$ cat src/rtl/uart_rx_bcd_display.sv
// UART receiver that frames LSB-first words, converts them to decimal via double-dabble
// and drives DIGITS active-low seven-segment outputs. Define UART_PARITY_EN for even parity.
module uart_rx_bcd_display #(
  parameter int CLKS_PER_BIT = 434,
  parameter int DATA_BITS    = 8,
  parameter int DIGITS       = 3
) (
  input  logic                  iClk,
  input  logic                  iRst,
  input  logic                  iRx,
  output logic [7*DIGITS-1:0]   oS,
  output logic                  oValid,
  output logic                  oBusy,
  output logic                  oFrameErr,
  output logic                  oParityErr
);
  localparam int CNT_W = $clog2(CLKS_PER_BIT);
  localparam int BIT_W = $clog2(DATA_BITS + 1);
  localparam int BCD_W = 4 * DIGITS;
  localparam int DD_W  = BCD_W + DATA_BITS;
  localparam logic [CNT_W-1:0] HALF_LAST = CNT_W'(CLKS_PER_BIT / 2 - 1);
  localparam logic [CNT_W-1:0] FULL_LAST = CNT_W'(CLKS_PER_BIT - 1);
  localparam logic [BIT_W-1:0] BITS_LAST = BIT_W'(DATA_BITS - 1);

  typedef enum logic [2:0] {
    IDLE, START, DATA,
`ifdef UART_PARITY_EN
    PARITY,
`endif
    STOP, CONV
  } state_t;

  state_t state_reg, state_next;
  logic rx_meta, rx_s;
  logic armed_reg, armed_next;
  logic [CNT_W-1:0] cnt_reg, cnt_next;
  logic [BIT_W-1:0] bit_cnt_reg, bit_cnt_next;
  logic [DATA_BITS-1:0] shift_reg, shift_next, bin_reg, bin_next;
  logic [BCD_W-1:0] bcd_reg, bcd_next, bcd_adj;
  logic [DD_W-1:0] dd_shift;
  logic [7*DIGITS-1:0] seg_dec, seg_next;
  logic valid_next, busy_next, frame_err_next;
  logic in_bit, sample, last_bit;

  function automatic logic [6:0] seg_of(input logic [3:0] d);
    case (d)
      4'd0: seg_of = 7'h40;
      4'd1: seg_of = 7'h79;
      4'd2: seg_of = 7'h24;
      4'd3: seg_of = 7'h30;
      4'd4: seg_of = 7'h19;
      4'd5: seg_of = 7'h12;
      4'd6: seg_of = 7'h02;
      4'd7: seg_of = 7'h78;
      4'd8: seg_of = 7'h00;
      4'd9: seg_of = 7'h10;
      default: seg_of = 7'h7F;
    endcase
  endfunction

  // One double-dabble iteration: add 3 to digits >= 5, then shift binary MSB into BCD.
  genvar gi;
  generate
    for (gi = 0; gi < DIGITS; gi++) begin : g_digit
      logic [3:0] d;
      assign d = bcd_reg[4*gi +: 4];
      assign bcd_adj[4*gi +: 4] = (d >= 4'd5) ? d + 4'd3 : d;
      assign seg_dec[7*gi +: 7] = seg_of(dd_shift[DATA_BITS + 4*gi +: 4]);
    end
  endgenerate
  assign dd_shift = {bcd_adj, bin_reg} << 1;

`ifdef UART_PARITY_EN
  logic parity_err_next;
  assign in_bit = (state_reg == DATA) || (state_reg == PARITY) || (state_reg == STOP);
`else
  assign in_bit = (state_reg == DATA) || (state_reg == STOP);
  assign oParityErr = 1'b0;
`endif
  assign sample   = (state_reg == START) ? (cnt_reg == HALF_LAST) : (in_bit && cnt_reg == FULL_LAST);
  assign last_bit = (bit_cnt_reg == BITS_LAST);

  always_ff @(posedge iClk or posedge iRst) begin
    if (iRst) begin
      rx_meta     <= 1'b0;
      rx_s        <= 1'b0;
      armed_reg   <= 1'b0;
      state_reg   <= IDLE;
      cnt_reg     <= '0;
      bit_cnt_reg <= '0;
      shift_reg   <= '0;
      bin_reg     <= '0;
      bcd_reg     <= '0;
      oS          <= {DIGITS{7'h40}};
      oValid      <= 1'b0;
      oBusy       <= 1'b0;
      oFrameErr   <= 1'b0;
`ifdef UART_PARITY_EN
      oParityErr  <= 1'b0;
`endif
    end else begin
      rx_meta     <= iRx;
      rx_s        <= rx_meta;
      armed_reg   <= armed_next;
      state_reg   <= state_next;
      cnt_reg     <= cnt_next;
      bit_cnt_reg <= bit_cnt_next;
      shift_reg   <= shift_next;
      bin_reg     <= bin_next;
      bcd_reg     <= bcd_next;
      oS          <= seg_next;
      oValid      <= valid_next;
      oBusy       <= busy_next;
      oFrameErr   <= frame_err_next;
`ifdef UART_PARITY_EN
      oParityErr  <= parity_err_next;
`endif
    end
  end

  always_comb begin
    state_next = state_reg;
    case (state_reg)
      IDLE:   if (armed_reg && !rx_s) state_next = START;
      START:  if (sample) state_next = rx_s ? IDLE : DATA;
      DATA:   if (sample && last_bit)
`ifdef UART_PARITY_EN
                state_next = PARITY;
      PARITY: if (sample) state_next = (^shift_reg ^ rx_s) ? IDLE : STOP;
`else
                state_next = STOP;
`endif
      STOP:   if (sample) state_next = rx_s ? CONV : IDLE;
      CONV:   if (last_bit) state_next = IDLE;
      default: state_next = IDLE;
    endcase
  end

  always_comb begin
    // A start bit needs the line seen high since the previous sample point.
    armed_next     = rx_s ? 1'b1 : (sample ? 1'b0 : armed_reg);
    cnt_next       = (state_reg == IDLE || state_reg == CONV || sample) ? '0 : cnt_reg + CNT_W'(1);
    bit_cnt_next   = bit_cnt_reg;
    shift_next     = shift_reg;
    bin_next       = bin_reg;
    bcd_next       = bcd_reg;
    seg_next       = oS;
    valid_next     = 1'b0;
    busy_next      = (state_next != IDLE);
    frame_err_next = 1'b0;
`ifdef UART_PARITY_EN
    parity_err_next = 1'b0;
`endif
    case (state_reg)
      IDLE: bit_cnt_next = '0;
      DATA: if (sample) begin
        shift_next   = {rx_s, shift_reg[DATA_BITS-1:1]};
        bit_cnt_next = last_bit ? '0 : bit_cnt_reg + BIT_W'(1);
      end
`ifdef UART_PARITY_EN
      PARITY: if (sample && (^shift_reg ^ rx_s)) parity_err_next = 1'b1;
`endif
      STOP: if (sample) begin
        if (rx_s) begin
          bin_next = shift_reg;
          bcd_next = '0;
        end else begin
          frame_err_next = 1'b1;
        end
      end
      CONV: begin
        {bcd_next, bin_next} = dd_shift;
        bit_cnt_next = last_bit ? '0 : bit_cnt_reg + BIT_W'(1);
        if (last_bit) begin
          seg_next   = seg_dec;
          valid_next = 1'b1;
        end
      end
      default: ;
    endcase
  end
endmodule

$ cat config.mk
export PLATFORM = sky130hd
export DESIGN_NAME = uart_rx_bcd_display
export DESIGN_NICKNAME = d
export VERILOG_FILES = /design/src/rtl/uart_rx_bcd_display.sv
export SDC_FILE = /design/constraint.sdc
export NUM_CORES = 1
export LEC_CHECK = 0
export BUFFER_PORTS_ARGS = -buffer_cell sky130_fd_sc_hd__buf_2
export CAP_MARGIN = 20
export CORE_MARGIN = 5
export CORE_UTILIZATION = 30
export CTS_BUF_LIST = sky130_fd_sc_hd__clkbuf_4
export DETAILED_ROUTE_END_ITERATION = 10
export GPL_TIMING_DRIVEN = 0
export MAX_ROUTING_LAYER = met4
export PLACE_DENSITY = 0.51
export SYNTH_ARGS = -nofsm -noshare
export SYNTH_HDL_FRONTEND = slang
export SYNTH_SLANG_ARGS = --single-unit
$ cat constraint.sdc
create_clock -name iClk -period 2.4 [get_ports iClk]
set_input_delay 0.48 -clock iClk [delete_from_list [all_inputs] [get_ports iClk]]
set_output_delay 0.48 -clock iClk [all_outputs]
set_load 0.03 [all_outputs]
==> impl_metrics.env, run 1 <==
export IMPL_period_share=0.919
export IMPL_dpl_cell_count=587
export IMPL_utilization=0.350
export IMPL_post_cts_buffers=0
export IMPL_clock_fmax_mhz=453
export IMPL_use_met2=0.185
export IMPL_final_common_cell="dfrtp_1"
export IMPL_cts_tree="done"
export IMPL_layout_common_cells="dfrtp_1, nand2_1, nor2_1"
export IMPL_grtUsageMet1=0.143
export IMPL_critPathMaxStageDelay_ps=450
export IMPL_tns_ps=0
export IMPL_ant_nets=0
export IMPL_p_comb_frac=0.092
export IMPL_insertion_delay_ps=420
export IMPL_grt_ovfl_total=0
export IMPL_wire_per_inst_um=13.0
export IMPL_start_util=0.307
export IMPL_p_int_mw=1.66
export IMPL_core_um2=12700
export IMPL_dominantRegCellSynth="dfrtp_1"
export IMPL_clk_pin_slew_ps=120
export IMPL_clock_skew_ps=10.2
export IMPL_synth_seq_cells=71
export IMPL_viasPerCell=4.71
export IMPL_antenna_found_initial=0
export IMPL_die_w_um=124
export IMPL_maxCapViolations=0
export IMPL_root_buffer="clkbuf_4"
export IMPL_num_rows=41
export IMPL_syn_area_per_cell_um2=10.0
export IMPL_synthCells=388
export IMPL_rr_worst_depth=9
export IMPL_power_leakage_nw=2.14
export IMPL_status="finished clean"
export IMPL_peakVddDrop_mv=0.204
export IMPL_cp_slowest_cell="dfrtp_1"
export IMPL_path_delay_family="adder cells"
export IMPL_grt_start_max_net_pins=72
export IMPL_path_buf_inv=2
export IMPL_layout_min_cycle_time_ps=2210
export IMPL_routed_wl_um=7830
export IMPL_numPortBuffers=26
export IMPL_grt_first_pass_wirelength_um=13700
export IMPL_switchingPower_uw=635
export IMPL_p_per_area_nw_per_um2=518
export IMPL_synth_seq_area_share=0.457
export IMPL_path_depth=9
export IMPL_grt_pass1_vias=2871
export IMPL_worst_pin_slew_ps=791
export IMPL_required_ps=2720
export IMPL_syn_num_nets=416
export IMPL_drc=0
export IMPL_io_pins=28
export IMPL_gr_usage_met3=0.0318
export IMPL_stdcell_count=603
export IMPL_pwr_share_seq=0.582
export IMPL_syn_area_um2=3900
export IMPL_largest_register_ffs=21
export IMPL_cp_start_kind="flip-flop"
export IMPL_finalSetupViolations=0
export IMPL_cp_common_cell="inv_1"
export IMPL_critPathArrivalTime_ps=2520
export IMPL_track_usage=0.115
export IMPL_worst_path_max_fanout=7
export IMPL_grt_setup_unrepaired="true"
export IMPL_cts_sinks=71
export IMPL_switching_share=0.276
export IMPL_cts_buffer_depth=2
export IMPL_synth_edf_count=0
export IMPL_critPathCaptureType="flip-flop"
export IMPL_areaGrowthSynthToFinish_pct=14.0
export IMPL_busiest_layer="met2"
export IMPL_power_frac_clock=0.326
export IMPL_synth_warnings=0
export IMPL_final_nets=454
export IMPL_num_vias=2841
export IMPL_final_hold_viol_count=0
export IMPL_drive_gt1_frac=0.197
export IMPL_critical_path_cell_chain="inv_1 -> ha_2 -> nand2b_1 -> a21oi_2 -> xnor2_2 -> inv_1 -> ha_1 -> a21oi_1 -> a22o_1"
export IMPL_worstSetupPathType="flip-flop to flip-flop"
export IMPL_first_pass_iters=4
export IMPL_slew_viol_final=0
export IMPL_relSlewSlack=0.473
export IMPL_dieArea_um2=15400
export IMPL_die_height_um=124
export IMPL_drt_iter0_markers=164
export IMPL_ctsHtreeMaxLevel=3
export IMPL_yosysUniqueCellTypes=52
export IMPL_async_flop_share=1.00
export IMPL_dpl_hpwl_um=5590
export IMPL_num_antenna_cells=0
export IMPL_cts_buffers=9
export IMPL_gp_congestion=0.767
export IMPL_hp_class="input pin to asynchronous set/reset pin"
routing by layer:
metal,part of all wire,vias to the layer above,wire [um]
li1,-,1435,-
met2,0.45,49,3550
met4,0.016,0,126
met5,0,-,0
met3,0.044,9,342
met1,0.49,1348,3810
power by group through the flow:
stage          combinational, mW  clock, mW  sequential (mW)
6_report                   0.211      0.749             1.34
5_1_grt                    0.242      0.837             1.35
4_1_cts                    0.217      0.800             1.34
3_5_place_dp               0.216          0             1.36
3_3_place_gp               0.206          0             1.36
2_1_floorplan              0.177          0             1.34
kinds of logic after synthesis:
group / after synthesis / share of synthesized area
DFF: 71 / 0.457
AOI/OAI and AO/OA: 91 / 0.147
muxes: 29 / 0.0787
and+or+nand+nor: 121 / 0.167
other: 1 / 0.000962
xor gates and xnor gates: 13 / 0.0292
adders and majority gates: 25 / 0.0803
buffers and inverters: 37 / 0.0401
through the flow:
stage / setup WS (ps) / cell area [um^2] / hold WS (ps) / power [mW]
floorplan: 128 / 3900 / 331 / 1.52
global placement: -829 / 4240 / 337 / 1.56
detailed placement: -23.7 / 4270 / 335 / 1.58
CTS: 0.0848 / 4410 / 85.7 / 2.36
global route: -11.1 / 4440 / 102 / 2.43
finish: 194 / 4440 / 104 / 2.30
path summary, 6_finish.rpt:
| path | end | from | slack, ps |
|---|---|---|---|
| max | oS[1] | bcd_reg[0] | 190 |
| min | bin_reg[5] | iRst | 100 |
| max reg2reg | oS[1] | bcd_reg[0] | 190 |
| min reg2reg | rx_s | rx_meta | 360 |
| max in group asynchronous | oS[6] | iRst | 1940 |
| min in group iClk | rx_meta | iRx | 170 |
timing repair:
action / in CTS / in global routing
pin swaps: 0 / 0
hold buffers: 0 / 0
endpoints found under the hold margin: 0 / 0
gates resized for setup: 1 / 10
endpoints found under the setup margin: 1 / 15
worst register-to-register path, stage by stage, from the launching register on:
cell	delay (ps)
dfrtp_1	450
inv_1	140
ha_2	230
nand2b_1	90
a21oi_2	260
xnor2_2	230
inv_1	110
ha_1	310
a21oi_1	60
a22o_1	220
cell type report:
cell class	count	area, um^2
well taps	172	215
clock inverters	7	63.8
inverters	22	85.1
fillers	1314	8230
plain buffers	15	73.8
multi-input cells	280	2000
clock buffers	9	67.6
flip-flops and latches	71	1780
repair buffers	27	158
cells in the mapped netlist (all sizes together), types with 4 or more instances:
master	count	share of area
o31ai	5	0.0096
buf	7	0.011
ha	25	0.080
mux2	13	0.038
nor2	33	0.032
nand2	37	0.036
a21oi	19	0.024
dfrtp	68	0.44
a22o	4	0.0090
clkbuf	8	0.0077
mux2i	16	0.041
o211ai	11	0.021
nor3b	5	0.0096
inv	22	0.021
o21ai	36	0.047
xnor2	10	0.022
nand3	22	0.028
nand2b	6	0.012
(Power assumes the default switching activity.)
==> run 2, diff against run 1 <==
Settings changed: ABC_AREA set to 1.
==> run 2 against run 1 <==
  * Register-to-register slack better by 60 ps
  * Sequential share of layout area about the same
  * Synthesized area up 1.4%
  * Flip-flop and latch count unchanged
  * Non-clock buffer count down 6
  * Largest cell class unchanged
  * Highest routed layer unchanged
==> impl_metrics.env, run 2 <==
export IMPL_status="finished clean"
export IMPL_cts_sinks=71
export IMPL_switching_share=0.277
export IMPL_synth_edf_count=0
export IMPL_synth_most_common_cell="nand2_1"
export IMPL_nFillCells=1382
export IMPL_hp_class="input pin to flip-flop"
export IMPL_gp_congestion=0.866
export IMPL_worst_pin_slew_ps=527
export IMPL_synthCells=516
export IMPL_first_pass_iters=4
export IMPL_antenna_found_initial=0
export IMPL_num_vias=3236
export IMPL_root_buffer="clkbuf_4"
export IMPL_p_int_mw=1.60
export IMPL_power_leakage_nw=2.48
export IMPL_worst_path_max_fanout=6
export IMPL_drc=0
export IMPL_synth_area_leaders="dfrtp_1, nand2_1, ha_1"
export IMPL_p_per_area_nw_per_um2=499
export IMPL_maxCapViolations=0
export IMPL_drt_iter0_markers=132
export IMPL_clock_skew_ps=12.7
export IMPL_power_frac_clock=0.285
export IMPL_num_antenna_cells=0
export IMPL_p_comb_frac=0.116
export IMPL_cts_buffer_depth=2
export IMPL_grt_ovfl_total=0
export IMPL_min_from="iRx"
export IMPL_finalSetupViolations=0
export IMPL_required_ps=2760
export IMPL_clk_pin_slew_ps=110
export IMPL_relSlewSlack=0.648
export IMPL_async_flop_share=1.00
export IMPL_wire_per_inst_um=10.8
export IMPL_worstSetupPathType="flip-flop to flip-flop"
export IMPL_cts_tree="done"
export IMPL_grt_start_max_net_pins=57
export IMPL_preCtsSetupSlack_ps=132
export IMPL_areaGrowthSynthToFinish_pct=12.4
export IMPL_switchingPower_uw=614
export IMPL_routed_wl_um=7950
export IMPL_syn_area_um2=3950
export IMPL_dpl_hpwl_um=5930
export IMPL_pwr_share_seq=0.600
export IMPL_whs_path_depth=1
export IMPL_die_w_um=125
export IMPL_peakVddDrop_mv=0.355
export IMPL_synth_top_cell_area_share=0.431
export IMPL_numPortBuffers=26
export IMPL_slew_viol_final=0
export IMPL_viasPerCell=4.40
export IMPL_grt_setup_unrepaired="false"
export IMPL_r2r_end="oS[20]"
export IMPL_largest_register_ffs=21
export IMPL_ctsHtreeMaxLevel=3
export IMPL_die_height_um=125
export IMPL_whs_endpoint="rx_meta"
export IMPL_num_rows=42
export IMPL_critPathArrivalTime_ps=2510
export IMPL_period_share=0.895
export IMPL_worst_slack_ps=253
export IMPL_layout_common_cells="nand2_1, dfrtp_1, inv_1"
export IMPL_syn_area_per_cell_um2=7.66
export IMPL_final_hold_viol_count=0
export IMPL_critPathCaptureType="flip-flop"
export IMPL_grt_first_pass_wirelength_um=14400
export IMPL_yosysUniqueCellTypes=32
export IMPL_synthTopCellsByCount="nand2_1, dfrtp_1, inv_1, nor2_1, nand3_1"
export IMPL_core_um2=13100
export IMPL_final_common_cell="nand2_1"
export IMPL_synth_warnings=0
export IMPL_start_util=0.302
export IMPL_utilization=0.339
export IMPL_grt_pass1_vias=3231
export IMPL_insertion_delay_ps=440
export IMPL_post_cts_buffers=0
export IMPL_rrSetupSlack_ps=250
export IMPL_syn_num_nets=544
export IMPL_dominantRegCellSynth="dfrtp_1"
export IMPL_synth_seq_area_share=0.451
export IMPL_layout_min_cycle_time_ps=2150
export IMPL_track_usage=0.114
export IMPL_drive_gt1_frac=0.127
export IMPL_clock_fmax_mhz=466
export IMPL_cp_start_kind="flip-flop"
export IMPL_worstReg2RegStart="bcd_reg[4]"
export IMPL_dieArea_um2=15600
export IMPL_ant_nets=0
export IMPL_synth_top_area_cell="dfrtp_1"
export IMPL_io_pins=28
export IMPL_rr_worst_depth=13
export IMPL_final_nets=583
export IMPL_cts_buffers=9
export IMPL_synth_seq_cells=71
-- run 2: through the flow --
stage               total power [mW]  hold WS, ps  cell area, um^2  instances  setup TNS, ps
CTS                             2.27          103             4440        735              0
finish                          2.22          150             4440        735              0
global placement                1.60          336             4300        718         -61970
floorplan                       1.55          331             3950        516              0
global route                    2.37          115             4440        735              0
detailed placement              1.61          342             4330        719              0
-- run 2: kinds of logic (layout without fill, tap and decap cells) --
family | Yosys count | in the layout | synth area share
compound gates | 45 | 45 | 0.0596
xor+xnor | 2 | 2 | 0.00444
flops | 71 | 71 | 0.451
other cells | 1 | 1 | 0.000949
fa+ha+maj | 25 | 25 | 0.0792
simple gates | 292 | 292 | 0.321
buf+inv | 80 | 123 | 0.0843
-- run 2: metal layers --
metal  part of all wire  global-route usage  wire length [um]  up-vias
met5                  0                   -                 0        -
met4              0.025              0.0490               201        0
met3              0.043              0.0356               342       19
met2               0.47               0.184              3740       42
met1               0.46               0.133              3670     1488
li1                   -                   -                 -     1687
-- run 2: how the worst max path moves through the flow --
stage                     startpoint  depth (start not counted)        end  slack [ps]
final                     bcd_reg[4]                         13     oS[20]         250
after CTS                 bcd_reg[0]                         14     oS[11]          80
after global placement          iRst                          2      oS[1]        -910
after floorplan                 iRst                          1  armed_reg         130
after global routing      bcd_reg[4]                         13     oS[20]          50
after detailed placement  bcd_reg[0]                         12      oS[7]         130
-- run 2: critical path, stage by stage (launching register included) --
cell and delay [ps]:
dfrtp_1 440, inv_1 100, ha_1 170, inv_1 40, nand2_1 100, nand3_1 130
nand3_1 240, inv_1 120, ha_1 190, nand3b_1 180, nand2_1 80, nor2_1 40
nor2_1 180, nor2_1 60
-- run 2: power by group through the flow --
stage	Sequential (mW)	Combinational (mW)	Clock [mW]
2_1_floorplan	1.34	0.205	0
3_3_place_gp	1.35	0.251	0
3_5_place_dp	1.35	0.262	0
4_1_cts	1.33	0.264	0.680
5_1_grt	1.34	0.308	0.723
6_report	1.33	0.256	0.631
-- run 2: final cells by class --
cell class,count,area (um^2),share of cell area
multi-input cells,365,1840,0.414
plain buffers,8,58.8,0.0132
repair buffers,28,168,0.0377
well taps,176,220,0.0496
clock inverters,3,11.3,0.00254
clock buffers,12,90.1,0.0203
flip-flops and latches,71,1780,0.401
inverters,72,277,0.0623
-- run 2: repair_timing --
item,CTS,global route
resized for setup,0,1
endpoints found under the setup margin,0,6
hold buffers,1,0
hold endpoints to repair,13,0
